[src/rtl/ex_mem_register_pkg.sv]
// ex_mem_register_pkg
// Shared definitions for the EX/MEM pipeline register:
//   - default widths for data, register index, PC and event counter
//   - exc_state_t : overflow-exception FSM states (RUN, EXC_PEND)
//   - ctrl_t      : MEM/WB control bundle carried down the pipe
package ex_mem_register_pkg;

  localparam int DATA_W_DEF = 64;
  localparam int REG_W_DEF  = 5;
  localparam int PC_W_DEF   = 32;
  localparam int CNT_W_DEF  = 16;

  typedef enum logic [0:0] {
    RUN      = 1'b0,
    EXC_PEND = 1'b1
  } exc_state_t;

  typedef struct packed {
    logic reg_write;
    logic mem_read;
    logic mem_write;
    logic mem_to_reg;
  } ctrl_t;

  // A bubble carries no side effects: no register write, no memory access.
  localparam ctrl_t CTRL_BUBBLE = '0;

endpackage

[src/rtl/ovf_event_counter.sv]
// ovf_event_counter
// Saturating event counter. It counts one per cycle with inc high and
// sticks at all-ones instead of wrapping.
// Ports:
//   clk   : clock
//   clr   : synchronous clear (dominates inc)
//   inc   : count one event this cycle
//   count : current count
module ovf_event_counter #(
  parameter int CNT_W = 16
) (
  input  logic             clk,
  input  logic             clr,
  input  logic             inc,
  output logic [CNT_W-1:0] count
);

  logic [CNT_W-1:0] count_reg;

  always_ff @(posedge clk) begin
    if (clr) begin
      count_reg <= '0;
    end else if (inc && (count_reg != '1)) begin
      count_reg <= count_reg + CNT_W'(1);
    end
  end

  assign count = count_reg;

endmodule

[src/rtl/ex_mem_register.sv]
// ex_mem_register
// EX/MEM pipeline register with precise signed-overflow exceptions.
// The ALU result, flags, store data and MEM/WB control bits are captured
// every non-stalled cycle. A trapping overflow turns its own slot into a
// bubble, latches the faulting PC and raises exc_req. Every younger slot is
// squashed until the controller answers with exc_ack.
// Ports:
//   clk, rst                     : clock, synchronous active-high reset
//   stall, flush                 : hold contents / insert a bubble
//   ex_valid, EXE_Result, EXE_Zero, Overflow, ex_ovf_trap,
//   ex_rt_data, ex_dest_reg, ex_pc, ex_reg_write, ex_mem_read,
//   ex_mem_write, ex_mem_to_reg  : EX-stage slot and ALU outputs
//   exc_ack                      : controller has redirected fetch
//   mem_*                        : registered MEM-stage slot
//   exc_req, exc_epc             : pending overflow exception and its PC
//   ovf_count                    : saturating count of raised exceptions
module ex_mem_register
  import ex_mem_register_pkg::*;
#(
  parameter int DATA_W = DATA_W_DEF,
  parameter int REG_W  = REG_W_DEF,
  parameter int PC_W   = PC_W_DEF,
  parameter int CNT_W  = CNT_W_DEF
) (
  input  logic              clk,
  input  logic              rst,
  input  logic              stall,
  input  logic              flush,
  input  logic              ex_valid,
  input  logic [DATA_W-1:0] EXE_Result,
  input  logic              EXE_Zero,
  input  logic              Overflow,
  input  logic              ex_ovf_trap,
  input  logic [DATA_W-1:0] ex_rt_data,
  input  logic [REG_W-1:0]  ex_dest_reg,
  input  logic [PC_W-1:0]   ex_pc,
  input  logic              ex_reg_write,
  input  logic              ex_mem_read,
  input  logic              ex_mem_write,
  input  logic              ex_mem_to_reg,
  input  logic              exc_ack,
  output logic              mem_valid,
  output logic [DATA_W-1:0] mem_alu_result,
  output logic [DATA_W-1:0] mem_rt_data,
  output logic              mem_zero,
  output logic [REG_W-1:0]  mem_dest_reg,
  output logic [PC_W-1:0]   mem_pc,
  output logic              mem_reg_write,
  output logic              mem_mem_read,
  output logic              mem_mem_write,
  output logic              mem_mem_to_reg,
  output logic              exc_req,
  output logic [PC_W-1:0]   exc_epc,
  output logic [CNT_W-1:0]  ovf_count
);

  exc_state_t        state_reg;
  logic              mem_valid_reg;
  logic [DATA_W-1:0] mem_alu_result_reg;
  logic [DATA_W-1:0] mem_rt_data_reg;
  logic              mem_zero_reg;
  logic [REG_W-1:0]  mem_dest_reg_reg;
  logic [PC_W-1:0]   mem_pc_reg;
  ctrl_t             mem_ctrl_reg;
  logic              exc_req_reg;
  logic [PC_W-1:0]   exc_epc_reg;

  ctrl_t ex_ctrl;
  logic  trap;
  logic  squash;

  assign ex_ctrl = {ex_reg_write, ex_mem_read, ex_mem_write, ex_mem_to_reg};

  // A trap is only taken by an instruction that really enters MEM this
  // cycle. Stalled or flushed slots never enter MEM, and a second overflow
  // while one is pending belongs to an instruction that is squashed anyway.
  assign trap = (state_reg == RUN) && !stall && !flush &&
                ex_valid && ex_ovf_trap && Overflow;

  // The trapping instruction and everything younger until the ack is
  // turned into a bubble. The ack cycle's slot is included: it was fetched
  // before the redirect.
  assign squash = trap || (state_reg == EXC_PEND);

  always_ff @(posedge clk) begin
    if (rst) begin
      state_reg          <= RUN;
      exc_req_reg        <= 1'b0;
      exc_epc_reg        <= '0;
      mem_valid_reg      <= 1'b0;
      mem_alu_result_reg <= '0;
      mem_rt_data_reg    <= '0;
      mem_zero_reg       <= 1'b0;
      mem_dest_reg_reg   <= '0;
      mem_pc_reg         <= '0;
      mem_ctrl_reg       <= CTRL_BUBBLE;
    end else begin
      // Exception FSM. It keeps running while stalled, so an ack is never
      // lost.
      case (state_reg)
        RUN: begin
          if (trap) begin
            state_reg   <= EXC_PEND;
            exc_req_reg <= 1'b1;
            exc_epc_reg <= ex_pc;
          end
        end
        EXC_PEND: begin
          if (exc_ack) begin
            state_reg   <= RUN;
            exc_req_reg <= 1'b0;
          end
        end
        default: state_reg <= RUN;
      endcase

      // Slot update. flush beats stall, and stall beats load.
      if (flush || (!stall && squash)) begin
        mem_valid_reg      <= 1'b0;
        mem_alu_result_reg <= '0;
        mem_rt_data_reg    <= '0;
        mem_zero_reg       <= 1'b0;
        mem_dest_reg_reg   <= '0;
        mem_pc_reg         <= '0;
        mem_ctrl_reg       <= CTRL_BUBBLE;
      end else if (!stall) begin
        mem_valid_reg      <= ex_valid;
        mem_alu_result_reg <= EXE_Result;
        mem_rt_data_reg    <= ex_rt_data;
        mem_zero_reg       <= EXE_Zero;
        mem_dest_reg_reg   <= ex_dest_reg;
        mem_pc_reg         <= ex_pc;
        mem_ctrl_reg       <= ex_ctrl;
      end
    end
  end

  ovf_event_counter #(
    .CNT_W (CNT_W)
  ) u_ovf_event_counter (
    .clk   (clk),
    .clr   (rst),
    .inc   (trap),
    .count (ovf_count)
  );

  assign mem_valid      = mem_valid_reg;
  assign mem_alu_result = mem_alu_result_reg;
  assign mem_rt_data    = mem_rt_data_reg;
  assign mem_zero       = mem_zero_reg;
  assign mem_dest_reg   = mem_dest_reg_reg;
  assign mem_pc         = mem_pc_reg;
  assign mem_reg_write  = mem_ctrl_reg.reg_write;
  assign mem_mem_read   = mem_ctrl_reg.mem_read;
  assign mem_mem_write  = mem_ctrl_reg.mem_write;
  assign mem_mem_to_reg = mem_ctrl_reg.mem_to_reg;
  assign exc_req        = exc_req_reg;
  assign exc_epc        = exc_epc_reg;

endmodule

[config.mk]
export PLATFORM = sky130hd
export DESIGN_NAME = ex_mem_register
export DESIGN_NICKNAME = d
export VERILOG_FILES = /design/src/rtl/ex_mem_register_pkg.sv /design/src/rtl/ovf_event_counter.sv /design/src/rtl/ex_mem_register.sv
export SDC_FILE = /design/constraint.sdc
export NUM_CORES = 1
export LEC_CHECK = 0
export CAP_MARGIN = 25
export CORE_ASPECT_RATIO = 0.6
export CORE_MARGIN = 5
export CORE_UTILIZATION = 36
export DETAILED_ROUTE_END_ITERATION = 10
export GPL_ROUTABILITY_DRIVEN = 0
export GPL_TIMING_DRIVEN = 1
export MAX_ROUTING_LAYER = met4
export PLACE_DENSITY = 0.77
export REMOVE_ABC_BUFFERS = 1
export SLEW_MARGIN = 40
export SYNTH_ARGS = -nofsm -noshare
export SYNTH_HDL_FRONTEND = slang
export SYNTH_HIERARCHICAL = 1
export SYNTH_SLANG_ARGS = --single-unit
[constraint.sdc]
create_clock -name clk -period 2 [get_ports clk]
set_input_delay 0.4 -clock clk [delete_from_list [all_inputs] [get_ports clk]]
set_output_delay 0.4 -clock clk [all_outputs]
set_load 0.005 [all_outputs]
# After elaboration in Yosys (flattened, before gate mapping)
# Cells that the tools add are included.
[op_classes] addsub=1 n_eq_ne=3 mux=6 bitwise_logic=1 reduce_logical=14
[op_table] operator="16-bit by 1-bit adder with 16-bit output (second input constant)" n=1
[op_table] operator="16-bit inequality test (second input constant)" n=1
[op_table] operator="1-bit logical AND" n=7
[op_table] operator="1-bit two-way mux" n=4
[op_table] operator="2-bit inequality test (second input constant)" n=2
[op_table] operator="1-bit case mux with 2 select lines" n=2
[op_table] operator="2-bit AND reduction" n=2
[op_table] operator="1-bit logical NOT" n=2
[op_table] operator="1-bit logical OR" n=2
[op_table] operator="2-bit OR reduction" n=1
[op_table] operator="1-bit NOT" n=1
[totals] register_bits=221 inputBits=178

# Longest topological paths before layout
# Gate-level depths: netlist of run 1.
[depth] word_depth=10 depth_mapped=8 mapped_depth_nobuf=7

# Cells and area by module
# The synthesis of run 1 kept the hierarchy.
[modules_own_cells] mod="ex_mem_register" n_inst=1 cells_each=531 area_per_inst_um2=6745.2 seq_area_each_um2=4103.9
[modules_own_cells] mod="ovf_event_counter" n_inst=1 cells_each=99 area_per_inst_um2=848.3 seq_area_each_um2=320.3

# Least setup slack after synthesis of run 1
# No wires, ideal clock.
[synth_timing] path_type="input to register" from="input stall" to="register u_ovf_event_counter.count_reg[7] (netlist: u_ovf_event_counter/count[7])" arrival_time_ps=2046 required_ps=1930 slack_ps=-116 path_stages=7 path_buffers=2 cell_sequence="or4_4 -> clkinv_4 -> buf_8 -> nand2_1 -> clkbuf_1 -> or4_1 -> a21oi_1"
[synth_between] elab_chain_cells=7
[synth_lines] element="from (decl)" line_no="ex_mem_register.sv:27" source="input logic stall,"
[synth_lines] element="1-bit logical NOT"
[synth_lines] element="1-bit logical AND (3 in a row)" line_no="ex_mem_register.sv:77" source="assign trap = (state_reg == RUN) && !stall && !flush &&"
[synth_lines] element="1-bit logical AND (2 in a row)" line_no="ex_mem_register.sv:78" source="ex_valid && ex_ovf_trap && Overflow;"
[synth_lines] element="net trap" line_no="ex_mem_register.sv:69" source="logic trap;"
[synth_lines] element="1-bit logical AND" line_no="ovf_event_counter.sv:23" source="end else if (inc && (count_reg != '1)) begin"
[synth_lines] element="to (signal assigned)" line_no="ovf_event_counter.sv:24" source="count_reg <= count_reg + CNT_W'(1);"
[synth_lines] element="to (decl)" line_no="ovf_event_counter.sv:18" source="logic [CNT_W-1:0] count_reg;"
# The timed path passes the listed nets, and every way through them passes these cells.
# A chain may end at the register's enable or synchronous reset.

# Final worst setup path of run 1
[layout_timing] from="register u_ovf_event_counter.count_reg[5] (netlist: u_ovf_event_counter/count[5])" to="output ovf_count[5]"
[layout_lines] element="to (decl)" line_no="ex_mem_register.sv:54" source="output logic [CNT_W-1:0] ovf_count"
# No word-level cell between the ends.

==> key figures, run 1 <==
Critical path
  – Setup slack, reg-to-reg: 0.12 ns
  – Worst path top cell family by delay: buffers and inverters
  – Critical path class: reg2out
  – Reg2reg end: u_ovf_event_counter/count[15]$_SDFFE_PP0P_
  – Critical path capture point type: primary output
  – CP cell instances: clkdlybuf4s50_1
  – RR Startpoint: state_reg$_SDFF_PP0_
  – CP Depth: 1
  – CP Launch Type: flop
  – CP max stage cell: clkdlybuf4s50_1
  – Worst Reg-to-Reg Cells: 6
  – Worst EP required: about 1.6 ns
  – CP peak stage delay: ~0.57 ns
  – CP Buf/Inv Count: 1
  – CP Data Arrival Time: ~1.6 ns
  – CP max FO: 7

STA
  – Fin. Hold Viols: 0
  – Fin Setup TNS: 0 ns
  – RSZ-0062 raised after global routing: no
  – Min Hold Slack: 0.281 ns
  – Final Cycle Share: 0.976
  – Fin Clk Skew: 0.0190 ns
  – Slew Limit Fails: 0
  – Max Clock Freq: 513 MHz
  – Min cycle time layout: 1.95 ns
  – Final setup viols: 0
  – Worst slew pin tran: 0.667 ns
  – Relative slew slack: 0.555
  – PnR worst setup slack: 0.0489 ns

Logic synthesis
  – Primary FF master, synth: dfxtp_1
  – Post-Syn Area: 7590 um^2
  – Distinct cells, synth: 39
  – Syn_area_per_cell: 12.1 um^2
  – Dominant cell type by area after synthesis: dfxtp_1
  – Top-count cell post-synth: dfxtp_1
  – Post-synth top area share: 0.583
  – Commonest cells in the netlist: dfxtp_1 (221), a22o_1 (171), nand2b_1 (65), mux2i_1 (33), buf_2 (20)
  – Post-synth EDFFs: 0
  – Seq cells post-synth: ~220
  – Sequential share of the synthesized area: 0.583
  – Synth warnings: 6
  – Asr flop ratio synth: 0
  – Synthesized instance count: 630
  – Top cells by area, synth: dfxtp_1 (58%), a22o_1 (20%), nand2b_1 (5.4%), mux2i_1 (4.3%), buf_8 (2.6%)

Power and ir drop
  – Switching Share: 0.212
  – Power share of the clock group: 0.422
  – Sw Pwr: between 2 and 2.5 mW
  – VDD IR max: 0.000529 V
  – Power, Total: 9.61 mW
  – Sequential Power Share: 0.478
  – Leakage: 4.70 nW
  – Pwr dens: 758 nW/um^2
  – Internal power: 7.57 mW
  – Combinational Power Share: 0.100

Die
  – Die height: 123 um
  – Io pins: 398
  – Initial Utilization: 0.364
  – # rows: 41
  – Core ar.: between 20000 and 25000 um^2
  – Die ar.: 24200 um^2
  – Chip width: a little under 200 um

Place
  – Placed wire-length estimate: between 15000 and 20000 um
  – Placed Instances: around 1.3k
  – Placed cell areas: 11900 um^2
  – Port Buffer Count: slightly below 400
  – Pre-CTS setup slack: -0.502 ns

GRT
  – Largest net degree at the start of global routing: 82
  – First-pass GRT wire length: 38300 um
  – Vias in the first global route: 6723
  – Grt total ovfl: 0
  – Initial antenna violation count: 0
  – Gr usage total: 0.201

Outcome
  – Status: finished, final reports clean

Final layout
  – Antenna Cells: 0
  – Synthesis-to-layout area growth: 66.8%
  – Final net count: around 1.2k
  – Util after Layout: 0.607
  – Layout Cells excl Fill: 1321
  – Final Cell Area: 12700 um^2
  – Layout cells sized above 1: 0.0787

Route
  – Drt drc: 0
  – 1st-pass router iterations: 5
  – ANT nets after route: 0
  – Iteration-0 DRC Markers: between 200 and 300
  – Final wirelength: 25900 um
  – WL per Instance: 19.6 um
  – Via count: 6651
  – Vias per cell: ~5.0

Clock network
  – CTS Root Cell: clkbuf_16
  – CTS max path bufs: 3
  – Clock sink total: 221
  – CTS tree: yes
  – Clk slew on worst S/H paths: about 0.070 ns
  – Cts bufs inserted: 21
  – Clock Latency Late Sink: 0.49 ns
  – # H-tree levels: 1

Hold path
  – Worst hold path depth: 3
  – WHS Endpoint: exc_epc[25]$_SDFFE_PP0P_
  – Worst hold path type: in2reg
  – HP Start: rst

Job
  – MaxCap Viol Count: 0
kinds of logic (layout without fill, tap and decap cells):
kind of cell / Yosys count / count (layout) / share of synthesized area
mux: 34 / 34 / 0.0450
xor+xnor: 2 / 2 / 0.00231
simple gates: 120 / 120 / 0.100
fa+ha+maj: 1 / 1 / 0.00165
flops: 221 / 221 / 0.583
buf+inv: 56 / 468 / 0.0514
compound gates: 196 / 196 / 0.217
area by class of cell:
type / instances / area (um^2)
clock buffers: 30 / 609
clock inverters: 7 / 98.8
multi-input cells: 353 / 2830
repair buffers: 427 / 4330
inverters: 4 / 22.5
well taps: 279 / 349
fillers: 1723 / 8210
flip-flops and latches: 221 / 4420
worst max path at each step:
stage	to	from	slack (ns)
after floorplan	mem_alu_result[0]$_SDFFE_PP0N_	flush	-8.36
after global placement	u_ovf_event_counter/count[15]$_SDFFE_PP0P_	ex_valid	-0.47
after detailed placement	u_ovf_event_counter/count[13]$_SDFFE_PP0P_	ex_valid	-0.50
after CTS	u_ovf_event_counter/count[13]$_SDFFE_PP0P_	ex_valid	0.02
after global routing	ovf_count[5]	u_ovf_event_counter/count[5]$_SDFFE_PP0P_	0.002
final	ovf_count[5]	u_ovf_event_counter/count[5]$_SDFFE_PP0P_	0.05
power by group through the flow:
stage                     clock [mW]  combinational (mW)  sequential (mW)
after floorplan                    0               0.224             4.69
after global placement             0               0.947             4.68
after detailed placement           0               0.960             4.68
after CTS                       4.18               0.969             4.59
after global routing            4.34                1.02             4.60
final                           4.06               0.960             4.59
placed cells by master (no fill, tap or decap), types with 4 or more instances in the layout:
cell type / n
clkdlybuf4s50_1: 393
dfxtp_1: 221
a22o_1: 171
nand2b_1: 65
mux2i_1: 33
clkbuf_16: 21
buf_4: 19
buf_12: 10
a21oi_1: 9
nand2_1: 7
nand3_1: 6
o31ai_1: 6
nor2_1: 6
clkbuf_8: 5
or4_4: 4
clkbuf_1: 4
or4_1: 4
nor3_1: 4
o21ai_0: 4
metal layers:
metal / wire length (um) / global-route usage / vias up / part of all wire
li1: - / - / 3132 / -
met1: 11000 / 0.259 / 3184 / 0.42
met2: 11800 / 0.308 / 295 / 0.46
met3: 2580 / 0.0705 / 40 / 0.099
met4: 568 / 0.0451 / 0 / 0.022
met5: 0 / - / - / 0
what timing repair did:
| item | CTS | global route |
|---|---|---|
| pin swaps | 0 | 4 |
| endpoints found under the setup margin | 1 | 5 |
| setup buffers | 0 | 1 |
| hold endpoints to repair | 0 | 0 |
| hold buffers | 0 | 0 |
| resized for setup | 1 | 15 |
(Power assumes the default switching activity.)
==> run 2, diff against run 1 <==
--- a/config.mk
+++ b/config.mk
@@ -6,14 +6,17 @@
 export NUM_CORES = 1
 export LEC_CHECK = 0
 export CAP_MARGIN = 25
+export CELL_PAD_IN_SITES_DETAIL_PLACEMENT = 2
+export CELL_PAD_IN_SITES_GLOBAL_PLACEMENT = 2
 export CORE_ASPECT_RATIO = 0.6
 export CORE_MARGIN = 5
-export CORE_UTILIZATION = 36
+export CORE_UTILIZATION = 21
+export CTS_CLUSTER_SIZE = 30
 export DETAILED_ROUTE_END_ITERATION = 10
 export GPL_ROUTABILITY_DRIVEN = 0
 export GPL_TIMING_DRIVEN = 1
 export MAX_ROUTING_LAYER = met4
-export PLACE_DENSITY = 0.77
+export PLACE_DENSITY = 0.86
 export REMOVE_ABC_BUFFERS = 1
 export SLEW_MARGIN = 40
 export SYNTH_ARGS = -nofsm -noshare
==> run 2 against run 1 <==
Net effect: the flow now finishes with violations (negative setup slack); wire length rose by 27%; first-iteration DRC count fell by 15%; utilization fell by 24 points; combinational power rose by 3.9%; sequential power barely moved; clock-buffer cell count rose by 2; critical path type is now reg2reg.
==> key figures, run 2 (synthesis gave the netlist of run 1 again) <==
STA
  – PnR worst setup slack: -0.0370 ns
  – Slew Limit Fails: 0
  – Min Hold Slack: ~0.19 ns
  – Min cycle time layout: 2.04 ns
  – Fin. Hold Viols: 0
  – Final Cycle Share: 1.02
  – Fin Clk Skew: 0.0123 ns
  – RSZ-0062 raised after global routing: yes
  – Max Clock Freq: approximately 500 MHz
  – Worst slew pin tran: 0.573 ns
  – Fin Setup TNS: -0.0500 ns
  – Final setup viols: 2
  – Relative slew slack: 0.613

Clock network
  – Clock Latency Late Sink: approximately 0.52 ns
  – Clock sink total: 221
  – Clk slew on worst S/H paths: approximately 0.060 ns
  – # H-tree levels: 1
  – Cts bufs inserted: 23
  – CTS Root Cell: clkbuf_16
  – CTS tree: yes
  – CTS max path bufs: 3
  – Post-CTS Hold Buffers: 0

GRT
  – Largest net degree at the start of global routing: 64
  – Gr usage total: 0.158
  – Vias in the first global route: 7805
  – Initial antenna violation count: 0
  – First-pass GRT wire length: 49300 um
  – Grt total ovfl: 0

Route
  – Final wirelength: 32900 um
  – 1st-pass router iterations: 4
  – ANT nets after route: 0
  – Drt drc: 0
  – Iteration-0 DRC Markers: 254
  – WL per Instance: 21.5 um
  – Vias per cell: approximately 4.5
  – Via count: 6905

Final layout
  – Antenna Cells: 0
  – Register area: between 4000 and 5000 um^2
  – Final net count: 1227
  – Commonest non-fill, non-tap cell in the layout: clkdlybuf4s50_1
  – Commonest non-fill, non-tap cells in the layout: clkdlybuf4s50_1 (391), dfxtp_1 (211), a22o_1 (171)
  – Filler cells: around 3.7k
  – Util after Layout: 0.369
  – Layout cells sized above 1: 0.105
  – Area of the multi-input gates: around 2800 um^2
  – Synthesis-to-layout area growth: 71.9%

Place
  – Placed wire-length estimate: 24300 um
  – Port Buffer Count: 397
  – Pre-CTS setup slack: -0.657 ns

Critical path
  – Critical path endpoint: u_ovf_event_counter/count[12]$_SDFFE_PP0P_
  – CP cell instances: or4_4 -> inv_8 -> buf_6 -> nand4_1 -> nor4_4 -> and3_4 -> nor3_2
  – Critical path class: reg2reg
  – RR Startpoint: state_reg$_SDFF_PP0_
  – CP Launch Type: flop
  – CP max FO: 6
  – CP peak stage delay: 0.56 ns
  – CP Buf/Inv Count: 2
  – Worst Reg-to-Reg Cells: 7
  – Setup slack, reg-to-reg: -0.04 ns
  – Worst path top cell family by delay: simple AND/OR/NAND/NOR gates
  – Reg2reg end: u_ovf_event_counter/count[12]$_SDFFE_PP0P_
  – CP startpoint: state_reg$_SDFF_PP0_
  – CP Depth: 7
  – Worst EP required: 2.38 ns
  – CP Data Arrival Time: 2.42 ns
  – Critical path capture point type: flop
  – CP max stage cell: or4_4

Outcome
  – Failing checks: negative setup slack
  – Status: complete, but fails checks

Power and ir drop
  – VDD IR max: a little under 0.0005 V
  – Pwr dens: 762 nW/um^2
  – Leakage: 4.83 nW

Die
  – # rows: 53
  – Core ar.: approximately 35000 um^2
  – Chip width: 255 um
  – Die ar.: 40200 um^2
  – Io pins: 398
  – Initial Utilization: 0.215
  – Die height: 157 um

Hold path
  – Worst hold path type: in2reg

Job
  – MaxCap Viol Count: 0
## run 2: cell count changes in the layout (fill, tap and decap cells not counted), sizes merged
cell / previous run / this run
dlymetal6s2s: 3 / 5
clkdlybuf4s50: 393 / 391
clkbuf: 30 / 32
buf: 31 / 49
bufinv: 2 / 1
clkinvlp: 1 / 2
## run 2: worst min path at each step
stage | from | endpoint | slack [ns] | depth (start not counted)
3_5_place_dp | mem_alu_result[20]$_SDFFE_PP0N_ | mem_alu_result[20]$_SDFFE_PP0N_ | 0.46 | 1
6_report | ex_valid | mem_valid$_SDFFE_PP0N_ | 0.19 | 2
3_3_place_gp | exc_req$_SDFFE_PP0P_ | exc_req$_SDFFE_PP0P_ | 0.45 | 2
4_1_cts | EXE_Result[12] | mem_alu_result[12]$_SDFFE_PP0N_ | 0.43 | 2
5_1_grt | ex_valid | mem_valid$_SDFFE_PP0N_ | 0.17 | 2
2_1_floorplan | exc_req$_SDFFE_PP0P_ | exc_req$_SDFFE_PP0P_ | 0.45 | 2
## run 2: final cells by class
class | instances | area share
clock inverters | 7 | 0.00556
clock buffers | 32 | 0.0513
repair buffers | 445 | 0.340
inverters | 4 | 0.00173
well taps | 467 | 0.0448
flip-flops and latches | 221 | 0.340
multi-input cells | 353 | 0.217
## run 2: through the flow
step | instances | instance area [um^2] | total power [mW]
after floorplan | 578 | 7220 | 4.91
after global placement | 1486 | 12200 | 5.65
after detailed placement | 1486 | 12200 | 5.68
after CTS | 1525 | 13000 | 10.2
after global routing | 1529 | 13100 | 10.4
final | 1529 | 13100 | 9.94
## run 2: repair_timing
| item | 4_1_cts | 5_1_grt |
|---|---|---|
| setup endpoints to repair | 10 | 12 |
| endpoints found under the hold margin | 0 | 0 |
| pin swaps | 1 | 5 |
| buffers inserted | 0 | 4 |
| resized for setup | 10 | 17 |
## run 2: power by group
part	internal (mW)	switching (mW)
combinational	0.662	0.335
sequential	4.52	0.0740
clock	2.47	1.89
## run 2: per-layer routing
layer	GRT usage	wire, um	share of wire	up-vias
met3	0.0457	1980	0.060	46
met1	0.191	14300	0.43	3461
li1	-	-	-	3183
met2	0.270	16000	0.49	215
met4	0.0293	643	0.020	0
met5	-	0	0	-
